### src/rtl/biss_poll_ctrl.sv
// BiSS-C polling controller: issues periodic or on-demand frame requests to a
// BiSS master, applies CRC retries, a response timeout and a line recovery gap.
module biss_poll_ctrl #(
  parameter int POLL_PERIOD = 50000,
  parameter int TIMEOUT     = 5000,
  parameter int MAX_RETRY   = 3,
  parameter int RECOVER_CYC = 1000,
  parameter int POS_W       = 26
) (
  input  logic             clk,
  input  logic             rst,
  input  logic             enable,
  input  logic             req,
  output logic             start,
  input  logic             m_done,
  input  logic [POS_W-1:0] m_pos,
  input  logic             m_err,
  input  logic             m_warn,
  input  logic             m_crc_ok,
  output logic [POS_W-1:0] pos,
  output logic             pos_valid,
  output logic             err_flag,
  output logic             warn_flag,
  output logic             fail,
  output logic [7:0]       crc_err_cnt,
  output logic [7:0]       timeout_cnt,
  output logic             busy,
  output logic [1:0]       dbg_state
);

  localparam int PW      = (POLL_PERIOD > 1) ? $clog2(POLL_PERIOD) : 1;
  localparam int CNT_MAX = (TIMEOUT > RECOVER_CYC) ? TIMEOUT : RECOVER_CYC;
  localparam int CW      = $clog2(CNT_MAX + 1);
  localparam int RW      = $clog2(MAX_RETRY + 2);

  localparam logic [PW-1:0] POLL_LAST = PW'(POLL_PERIOD - 1);
  localparam logic [CW-1:0] TMO_LAST  = CW'(TIMEOUT - 1);
  localparam logic [CW-1:0] REC_LAST  = CW'(RECOVER_CYC - 1);
  localparam logic [RW-1:0] RETRY_MAX = RW'(MAX_RETRY);

  typedef enum logic [1:0] {
    S_IDLE    = 2'd0,
    S_ISSUE   = 2'd1,
    S_WAIT    = 2'd2,
    S_RECOVER = 2'd3
  } state_t;

  state_t             state_q, state_d;
  logic [PW-1:0]      timer_q, timer_d;
  logic               pending_q, pending_d;
  logic [CW-1:0]      cnt_q, cnt_d;
  logic [RW-1:0]      retry_q, retry_d;
  logic               retry_pend_q, retry_pend_d;
  logic [POS_W-1:0]   pos_q, pos_d;
  logic               err_q, err_d;
  logic               warn_q, warn_d;
  logic               pos_valid_q, pos_valid_d;
  logic               fail_q, fail_d;
  logic [7:0]         crc_cnt_q, crc_cnt_d;
  logic [7:0]         tmo_cnt_q, tmo_cnt_d;
  logic               start_q, start_d;
  logic               busy_q, busy_d;
  logic               tick;

  always_comb begin
    state_d      = state_q;
    timer_d      = timer_q;
    cnt_d        = cnt_q;
    retry_d      = retry_q;
    retry_pend_d = retry_pend_q;
    pos_d        = pos_q;
    err_d        = err_q;
    warn_d       = warn_q;
    crc_cnt_d    = crc_cnt_q;
    tmo_cnt_d    = tmo_cnt_q;
    pos_valid_d  = 1'b0;
    fail_d       = 1'b0;
    tick         = 1'b0;

    if (!enable) begin
      timer_d = '0;
    end else if (timer_q == POLL_LAST) begin
      timer_d = '0;
      tick    = 1'b1;
    end else begin
      timer_d = timer_q + PW'(1);
    end

    // Ticks and requests merge into a single pending flag, which only IDLE consumes.
    pending_d = pending_q | tick | req;

    case (state_q)
      S_IDLE: begin
        if (pending_q) begin
          state_d      = S_ISSUE;
          pending_d    = 1'b0;
          retry_d      = '0;
          retry_pend_d = 1'b0;
        end
      end
      S_ISSUE: begin
        state_d      = S_WAIT;
        cnt_d        = '0;
        retry_pend_d = 1'b0;
      end
      S_WAIT: begin
        // A frame completing on the expiry cycle still counts as done.
        if (m_done) begin
          state_d = S_RECOVER;
          cnt_d   = '0;
          if (m_crc_ok) begin
            pos_d       = m_pos;
            err_d       = m_err;
            warn_d      = m_warn;
            pos_valid_d = 1'b1;
          end else begin
            if (crc_cnt_q != 8'hFF) crc_cnt_d = crc_cnt_q + 8'd1;
            retry_d = retry_q + RW'(1);
            if (retry_q >= RETRY_MAX) fail_d = 1'b1;
            else retry_pend_d = 1'b1;
          end
        end else if (cnt_q == TMO_LAST) begin
          state_d = S_RECOVER;
          cnt_d   = '0;
          fail_d  = 1'b1;
          if (tmo_cnt_q != 8'hFF) tmo_cnt_d = tmo_cnt_q + 8'd1;
        end else begin
          cnt_d = cnt_q + CW'(1);
        end
      end
      S_RECOVER: begin
        if (cnt_q == REC_LAST) begin
          state_d = retry_pend_q ? S_ISSUE : S_IDLE;
          cnt_d   = '0;
        end else begin
          cnt_d = cnt_q + CW'(1);
        end
      end
      default: state_d = S_IDLE;
    endcase

    start_d = (state_d == S_ISSUE);
    busy_d  = (state_d != S_IDLE);
  end

  always_ff @(posedge clk or negedge rst) begin
    if (!rst) begin
      state_q      <= S_IDLE;
      timer_q      <= '0;
      pending_q    <= 1'b0;
      cnt_q        <= '0;
      retry_q      <= '0;
      retry_pend_q <= 1'b0;
      pos_q        <= '0;
      err_q        <= 1'b0;
      warn_q       <= 1'b0;
      pos_valid_q  <= 1'b0;
      fail_q       <= 1'b0;
      crc_cnt_q    <= '0;
      tmo_cnt_q    <= '0;
      start_q      <= 1'b0;
      busy_q       <= 1'b0;
    end else begin
      state_q      <= state_d;
      timer_q      <= timer_d;
      pending_q    <= pending_d;
      cnt_q        <= cnt_d;
      retry_q      <= retry_d;
      retry_pend_q <= retry_pend_d;
      pos_q        <= pos_d;
      err_q        <= err_d;
      warn_q       <= warn_d;
      pos_valid_q  <= pos_valid_d;
      fail_q       <= fail_d;
      crc_cnt_q    <= crc_cnt_d;
      tmo_cnt_q    <= tmo_cnt_d;
      start_q      <= start_d;
      busy_q       <= busy_d;
    end
  end

  assign start       = start_q;
  assign pos         = pos_q;
  assign pos_valid   = pos_valid_q;
  assign err_flag    = err_q;
  assign warn_flag   = warn_q;
  assign fail        = fail_q;
  assign crc_err_cnt = crc_cnt_q;
  assign timeout_cnt = tmo_cnt_q;
  assign busy        = busy_q;
  assign dbg_state   = state_q;

endmodule

### config.mk
export PLATFORM = sky130hd
export DESIGN_NAME = biss_poll_ctrl
export DESIGN_NICKNAME = d
export VERILOG_FILES = /design/src/rtl/biss_poll_ctrl.sv
export SDC_FILE = /design/constraint.sdc
export NUM_CORES = 1
export LEC_CHECK = 0
export ABC_AREA = 0
export BUFFER_PORTS_ARGS = -buffer_cell sky130_fd_sc_hd__buf_2
export CORE_UTILIZATION = 35
export CTS_CLUSTER_DIAMETER = 100
export DETAILED_ROUTE_END_ITERATION = 6
export PLACE_DENSITY = 0.55
export SLEW_MARGIN = 40
export SYNTH_ARGS = -nofsm -noshare
export SYNTH_HDL_FRONTEND = slang
export SYNTH_SLANG_ARGS = --single-unit
### constraint.sdc
create_clock -name clk -period 2.9 [get_ports clk]
set_input_delay 0.29 -clock clk [delete_from_list [all_inputs] [get_ports clk]]
set_output_delay 0.29 -clock clk [all_outputs]
set_load 0.02 [all_outputs]
### After elaboration in Yosys (flattened, before gate mapping)

Cells that the tools add are included.
Widths: inputs -> output; s select.

| operators by class | value |
|---|---|
| muxes and demuxes | 33 |
| bitwise operators | 4 |
| reductions and logical operators | 10 |
| magnitude comparators | 1 |
| add/subtract/negate cells | 5 |
| equality and inequality tests | 13 |

Operators by type and width:

| cell | count |
|---|---|
| $mux 13 | 3 |
| $pmux 13 s3 | 1 |
| $mux 16 | 2 |
| $mux 1 | 17 |
| $add 16x1->16 const B | 1 |
| $add 8x1->8 const B | 2 |
| $eq 16x16->1 const B | 1 |
| $ne 8x8->1 const B | 2 |
| $add 13x1->13 const B | 1 |
| $eq 13x10->1 const B | 1 |
| $eq 13x13->1 const B | 1 |
| $reduce_and 4->1 | 3 |
| $mux 3 | 3 |
| $mux 2 | 4 |
| $ne 2x2->1 const B | 4 |
| $pmux 2 s4 | 1 |
| $pmux 3 s2 | 1 |
| $reduce_bool 3->1 | 2 |
| $reduce_and 5->1 | 1 |
| $eq 2x1->1 const B | 2 |
| $eq 2x2->1 const B | 2 |
| $reduce_bool 2->1 | 2 |
| $add 3x1->3 const B | 1 |
| $ge 3x2->1 const B | 1 |
| other kinds (5) | 7 |

| storage, ports and cells | value |
|---|---|
| output and inout bits | 50 |
| word-level logic and storage cells | 81 |
| register bits after elaboration | 84 |

### Logic depth before layout (Yosys ltp)

Gate-level depths: netlist of the first run.

| logic depth | value |
|---|---|
| depth after elaboration | 7 |
| mapped depth | 7 |
| mapped depth without buffers | 6 |

### Worst setup path before layout of the first run

Ideal clock, no wire load.

| timing | value |
|---|---|
| path kind | register -> register |
| start | reg cnt_q[0] |
| end | reg tmo_cnt_q[1] (netlist: timeout_cnt[1]) |
| required time | 2.775 ns |
| stages on the path, launching flop included | 6 |
| buffers on the path | 0 |
| library setup time | 0.125 ns |
| slack | 1.084 ns |
| clock period less this slack | 1.816 ns |
| arrival time | 1.692 ns |
| cells stage by stage | dfrtp_1 ha_1 nor4b_2 nand4_1 a31oi_4 mux2_2 |

| between the ends | value |
|---|---|
| cells in the longest elaborated chain, start to end | 2 |

RTL lines:

| element | line | source |
|---|---|---|
| from (decl) | 51 | `logic [CW-1:0] cnt_q, cnt_d;` |
| from (signal assigned) | 167 | `cnt_q <= cnt_d;` |
| $eq 13x13->1 | 122 | `end else if (cnt_q == TMO_LAST) begin` |
| $reduce_and 4->1 (no line) | n/a |  |
| to (signal assigned) | 176 | `tmo_cnt_q <= tmo_cnt_d;` |
| to (decl) | 60 | `logic [7:0] tmo_cnt_q, tmo_cnt_d;` |

Every way passes these cells.
A chain may end at the register's enable or synchronous reset.

### Worst setup path after layout of the first run

Same ends and word-level chain as after synthesis.

==> metrics.cfg, run 1 <==
[status]
status=finished, final reports clean

[place]
io_buffer_count=83
gp_congestion=0.7789
hpwl_um=5648

[synth]
synth_top_area_share_pct=55.10
async_flop_share_pct=100.0
synth_seq_cells=84
avgSynthCellArea_sq_um=9.961
synthCells=383
synth_ff_type=dfrtp_1
synth_area_leaders=dfrtp_1 55%, nand2_1 11%, xnor2_1 3.7%
yosysTopAreaCell=dfrtp_1
yosysWarnings=0
syn_area_sq_um=3815
synthesis.nets=423
ys_seq_area_share_pct=55.10
synth_cell_types=45
synth-edff-count=0

[detailed_routing]
wl_um=7999
initialDrtViolationCount=152
drc=0
first_pass_iters=4
wire_per_inst_um=13.16
viasPerCell=4.855
num_vias=2952
ant_nets=0

[worst_setup_path]
crit_end=timeout_cnt[1]
r2r-end=timeout_cnt[1]
critPathKind=reg2reg
endpoint_kind=flop
rrSetupSlack_ns=0.85
start_kind=flop
r2r_cells=5
timing.critical_path.from=cnt_q[0]
worstPathArrival_ns=2.28
crit_required_ns=3.14
r2r-start=cnt_q[0]
path_max_fanout=8

[clock_network]
path_clk_slew_ns=0.09
cts_sinks=84
clock_latency_ns=0.35
postCtsSetupRepairBufs=0
cts_tree=yes
clk_path_buf_depth=2
cts_resized=0
cts.htree.levels=3
cts_buffers=9
cts-root-buf=clkbuf_8

[cells_and_area]
n_fill_cell=1052
post_route_cells_drive_above_1_share_pct=24.15
seq_area_sq_um=2102
syn_to_final_growth_pct=19.28
multiInputGateArea_sq_um=1610
nets=507
antenna_cells=0
fin_util_pct=43.49

[sta]
slew_headroom_pct=64.12
finalSetupViolCount=0
fin_setup_tns_ns=0
fmax_mhz=488.9
worstMarginPinSlew_ns=0.5382
fin_skew_ns=0.006391
slew_viol_final=0
hold_slack_ns=0.1217
rsz0062_at_grt=false
period_needed_ns=2.046
timing.final.crit_share_pct=70.54
finalHoldViolCount=0

[worst_hold_path]
min_path_type=in2reg

[floorplanning]
die_x_um=106.4
rows=37
die_area_sq_um=11320
die_height_um=106.4
io_pins=84
fp.coreArea_sq_um=10460
initial_core_util_pct=36.46

[global_routing]
grt_pass1_vias=2744
antenna_found_initial=0
grt.overflow.total=0
grt_pass1_wl_um=13720
grt.total_usage_pct=15.40
grt_max_degree=61

[pwr]
p_total_w=0.002482
ir_drop_uv=271.0
leakage_nw=2.366
p_per_area_nw_per_um2=545.4

[run]
cap_violations=0

power breakdown:
group,switching (W),internal (W),total [W]
sequential,0.000113,0.00126,0.00137
clock,0.000416,0.000395,0.000810
combinational,0.000164,0.000134,0.000298
repair_timing:
action                     CTS  global route
hold buffers                 0             1
hold endpoints to repair     0            58
setup endpoints to repair    0             0
state kept, by name, summed over array words and instances, names as in the netlist, 2 cells and up:
| name | cells |
|---|---|
| pos | 26 |
| dbg_state | 2 |
| timer_q | 16 |
| timeout_cnt | 8 |
| crc_err_cnt | 8 |
| cnt_q | 13 |
| retry_q | 3 |
logic make-up after synthesis:
logic type	count (synthesis)	share of synthesized area [%]
XOR/XNOR	30	6.887
AND/OR/NAND/NOR	202	25.16
buffers and inverters	21	2.689
AO/OA/AOI/OAI	37	7.314
multiplexers	3	0.8855
adder cells (fa/ha/maj)	6	1.968
flip-flops	84	55.10
cell type report:
class                      instances  area share [%]
sequential                        84           46.19
timing repair buffer              88           10.15
multi-input combinational        278           35.39
tap                              136           3.739
clock buffer                      11           2.887
clock inverter                     5           1.155
inverter                           6          0.4949
synth_stat cells (6+ instances only):
cell type / count
dfrtp_1: 84
xnor2_1: 16
o21ai_0: 6
and3_1: 8
a21oi_1: 6
ha_1: 6
inv_1: 6
a31oi_1: 12
nand3_1: 18
nor2_1: 27
nand2_1: 107
nand4_1: 11
xor2_1: 14
how the worst min path moves through the flow:
stage | start | end | depth (start not counted) | slack [ns]
2_1_floorplan | rst | busy | 0 | -0.006
6_report | m_pos[8] | pos[8] | 3 | 0.12
5_1_grt | m_pos[20] | pos[20] | 3 | 0.11
3_3_place_gp | rst | pos[5] | 1 | 0.41
3_5_place_dp | rst | pos[5] | 1 | 0.41
4_1_cts | rst | pos[5] | 1 | 0.01
layer usage:
layer | vias to the layer above | GRT usage [%] | wire [um]
met3 | 2 | 3.740 | 445
met1 | 1398 | 21.79 | 3889
met4 | 0 | 5.952 | 40
met2 | 80 | 22.63 | 3624
met5 | - | 0 | 0
li1 | 1472 | - | -
critical path, cell delays in order (launching register included):
cell     delay, ns
dfrtp_1       0.43
ha_1          0.31
nor4b_2       0.29
nand4_1       0.24
a31oi_4       0.31
mux2_2        0.36
cell usage in the layout (no fill, tap or decap), types with 2 or more instances in the layout:
| cell type | count |
|---|---|
| nor4_1 | 2 |
| inv_1 | 5 |
| mux2_2 | 3 |
| dfrtp_1 | 84 |
| nor3_1 | 3 |
| o21ai_0 | 6 |
| nand3_1 | 18 |
| nand2_1 | 107 |
| buf_2 | 82 |
| xnor2_1 | 16 |
| clkinv_2 | 3 |
| ha_1 | 6 |
| buf_4 | 4 |
| and4_1 | 5 |
| and3_1 | 8 |
| and2_1 | 4 |
| a21oi_1 | 6 |
| nand3b_1 | 2 |
| nand2b_1 | 3 |
| nor2_1 | 27 |
| clkbuf_1 | 2 |
| xor2_1 | 14 |
| a31oi_1 | 12 |
| a31oi_4 | 2 |
| and4b_1 | 2 |
| nand4_1 | 11 |
| a22o_1 | 4 |
| clkbuf_8 | 9 |
metrics by stage:
| stage | worst slack (ns) | std cells | instance area (sq um) |
|---|---|---|---|
| 2_1_floorplan | 1.084 | 383 | 3815 |
| 5_1_grt | 0.6460 | 608 | 4551 |
| 6_report | 0.8544 | 608 | 4551 |
| 4_1_cts | 0.8259 | 607 | 4537 |
| 3_5_place_dp | 0.8156 | 591 | 4353 |
| 3_3_place_gp | 0.9078 | 591 | 4353 |
(Power assumes the default switching activity.)
==> run 2: changes to the inputs <==
clock period = 2.1 ns   (was 2.9 ns; I/O delays follow)
==> run 2 against run 1 <==
Combinational power is 51% higher. Sequential share of layout area is 0.50 points lower. Routed wire length is 1.2% lower. Final cell count is 0.82% higher. Fmax is 6.9% higher. Worst hold slack worse by 0.093 ns. Largest cell class unchanged.
==> metrics.cfg, run 2 (synthesis results as in run 1) <==
[status]
status=finished, final reports clean

[floorplanning]
fp.coreArea_sq_um=10460
die_x_um=106.4
rows=37
die_area_sq_um=11320
die_height_um=106.4
io_pins=84
initial_core_util_pct=36.46

[detailed_routing]
ant_nets=0
wl_um=7900
initialDrtViolationCount=141
wire_per_inst_um=12.89
num_vias=2937
drc=0
viasPerCell=4.791
first_pass_iters=4

[cells_and_area]
largest_reg_flops=26
layout_common_cells=107 x nand2_1, 84 x dfrtp_1, 82 x buf_2
syn_to_final_growth_pct=20.60
nets=512
fin_util_pct=43.97
antenna_cells=0
post_route_cells_drive_above_1_share_pct=24.95
mostFrequentLayoutCell=nand2_1

[sta]
slew_headroom_pct=70.54
fmax_mhz=522.6
slew_viol_final=0
finalHoldViolCount=0
fin_setup_tns_ns=0
rsz0062_at_grt=false
timing.final.crit_share_pct=91.12
finalSetupViolCount=0
fin_skew_ns=0.01541
worstMarginPinSlew_ns=0.4307
period_needed_ns=1.913

[worst_setup_path]
crit_end=timeout_cnt[1]
critPathKind=reg2reg
worstPathArrival_ns=2.16
r2r-end=timeout_cnt[1]
timing.critical_path.from=cnt_q[0]
rrSetupSlack_ns=0.19
crit_chain=ha_1, nor4b_2, nand4_1, a31oi_4, mux2_2
path_max_fanout=7
start_kind=flop
slowest_delay_ns=0.43
endpoint_kind=flop
crit_required_ns=2.35
r2r-start=cnt_q[0]
r2r_cells=5
crit_slowest_cell=dfrtp_1

[clock_network]
cts-root-buf=clkbuf_8
cts_buffers=9
path_clk_slew_ns=0.09
cts.htree.levels=3
clk_path_buf_depth=2
cts_sinks=84
clock_latency_ns=0.36
cts-hold-fix-buffers=1
cts_tree=yes
cts_resized=0
postCtsSetupRepairBufs=0

[run]
cap_violations=0

[global_routing]
grt.overflow.total=0
antenna_found_initial=0
grt_pass1_wl_um=13360
grt_max_degree=57
grt.total_usage_pct=14.91
grt_pass1_vias=2797

[pwr]
leakage_nw=2.381
ir_drop_uv=260.7
p_per_area_nw_per_um2=730.5

[worst_hold_path]
min_path_type=in2reg

[place]
gp_congestion=0.7774
hpwl_um=5509
io_buffer_count=83

## run 2: changes by cell type in the layout (fill, tap and decap cells not counted), sizes merged
cell	change
inv	+2
clkbuf	-1
bufinv	-1
clkinvlp	+3
buf	+5
clkinv	-3
## run 2: routing by layer
| metal | vias to the layer above | part of all wire [%] | GRT usage [%] |
|---|---|---|---|
| met4 | 0 | 1.6 | 6.548 |
| met1 | 1363 | 49 | 19.87 |
| li1 | 1484 | - | - |
| met2 | 78 | 44 | 23.42 |
| met3 | 12 | 5.2 | 3.004 |
| met5 | - | 0 | 0 |
## run 2: cell type report
class                      count  area (sq um)
tap                          136         170.2
inverter                       6         22.52
multi-input combinational    278          1610
fill                        1052          5862
sequential                    84          2102
timing repair buffer          93         520.5
clock inverter                 6         47.55
clock buffer                  10         127.6
## run 2: per-stage QoR
stage	power (W)	worst slack, ns	hold slack (ns)	cell area [sq um]	std cells
2_1_floorplan	0.002149	0.2835	-0.08559	3815	383
3_3_place_gp	0.002341	0.2350	0.1632	4415	596
3_5_place_dp	0.002351	0.1885	0.1633	4415	596
4_1_cts	0.003423	0.1837	0.01112	4601	613
5_1_grt	0.003559	0.06909	0.02697	4601	613
6_report	0.003361	0.1866	0.02855	4601	613
## run 2: how the worst min path moves through the flow
stage / from / endpoint / cells past startpoint
final: m_pos[13] / pos[13] / 3
after global routing: m_pos[14] / pos[14] / 3
after CTS: m_pos[13] / pos[13] / 3
after detailed placement: rst / pos[13] / 1
after global placement: rst / pos[5] / 1
after floorplan: rst / busy / 0
## run 2: report_power, final
group | internal, W | switching, W | leakage, nW
Clock | 0.000438 | 0.000609 | 0.0755
Combinational | 0.000201 | 0.000248 | 1.20
Sequential | 0.00174 | 0.000123 | 1.11
Total | 0.00238 | 0.000981 | 2.38
## run 2: worst max-delay path: cells and delay by family (launching register included)
family,cells,cell delay (ns)
AOI/OAI and AO/OA,1,0.31
and+or+nand+nor,2,0.52
muxes,1,0.36
DFF,1,0.43
adders and majority gates,1,0.19
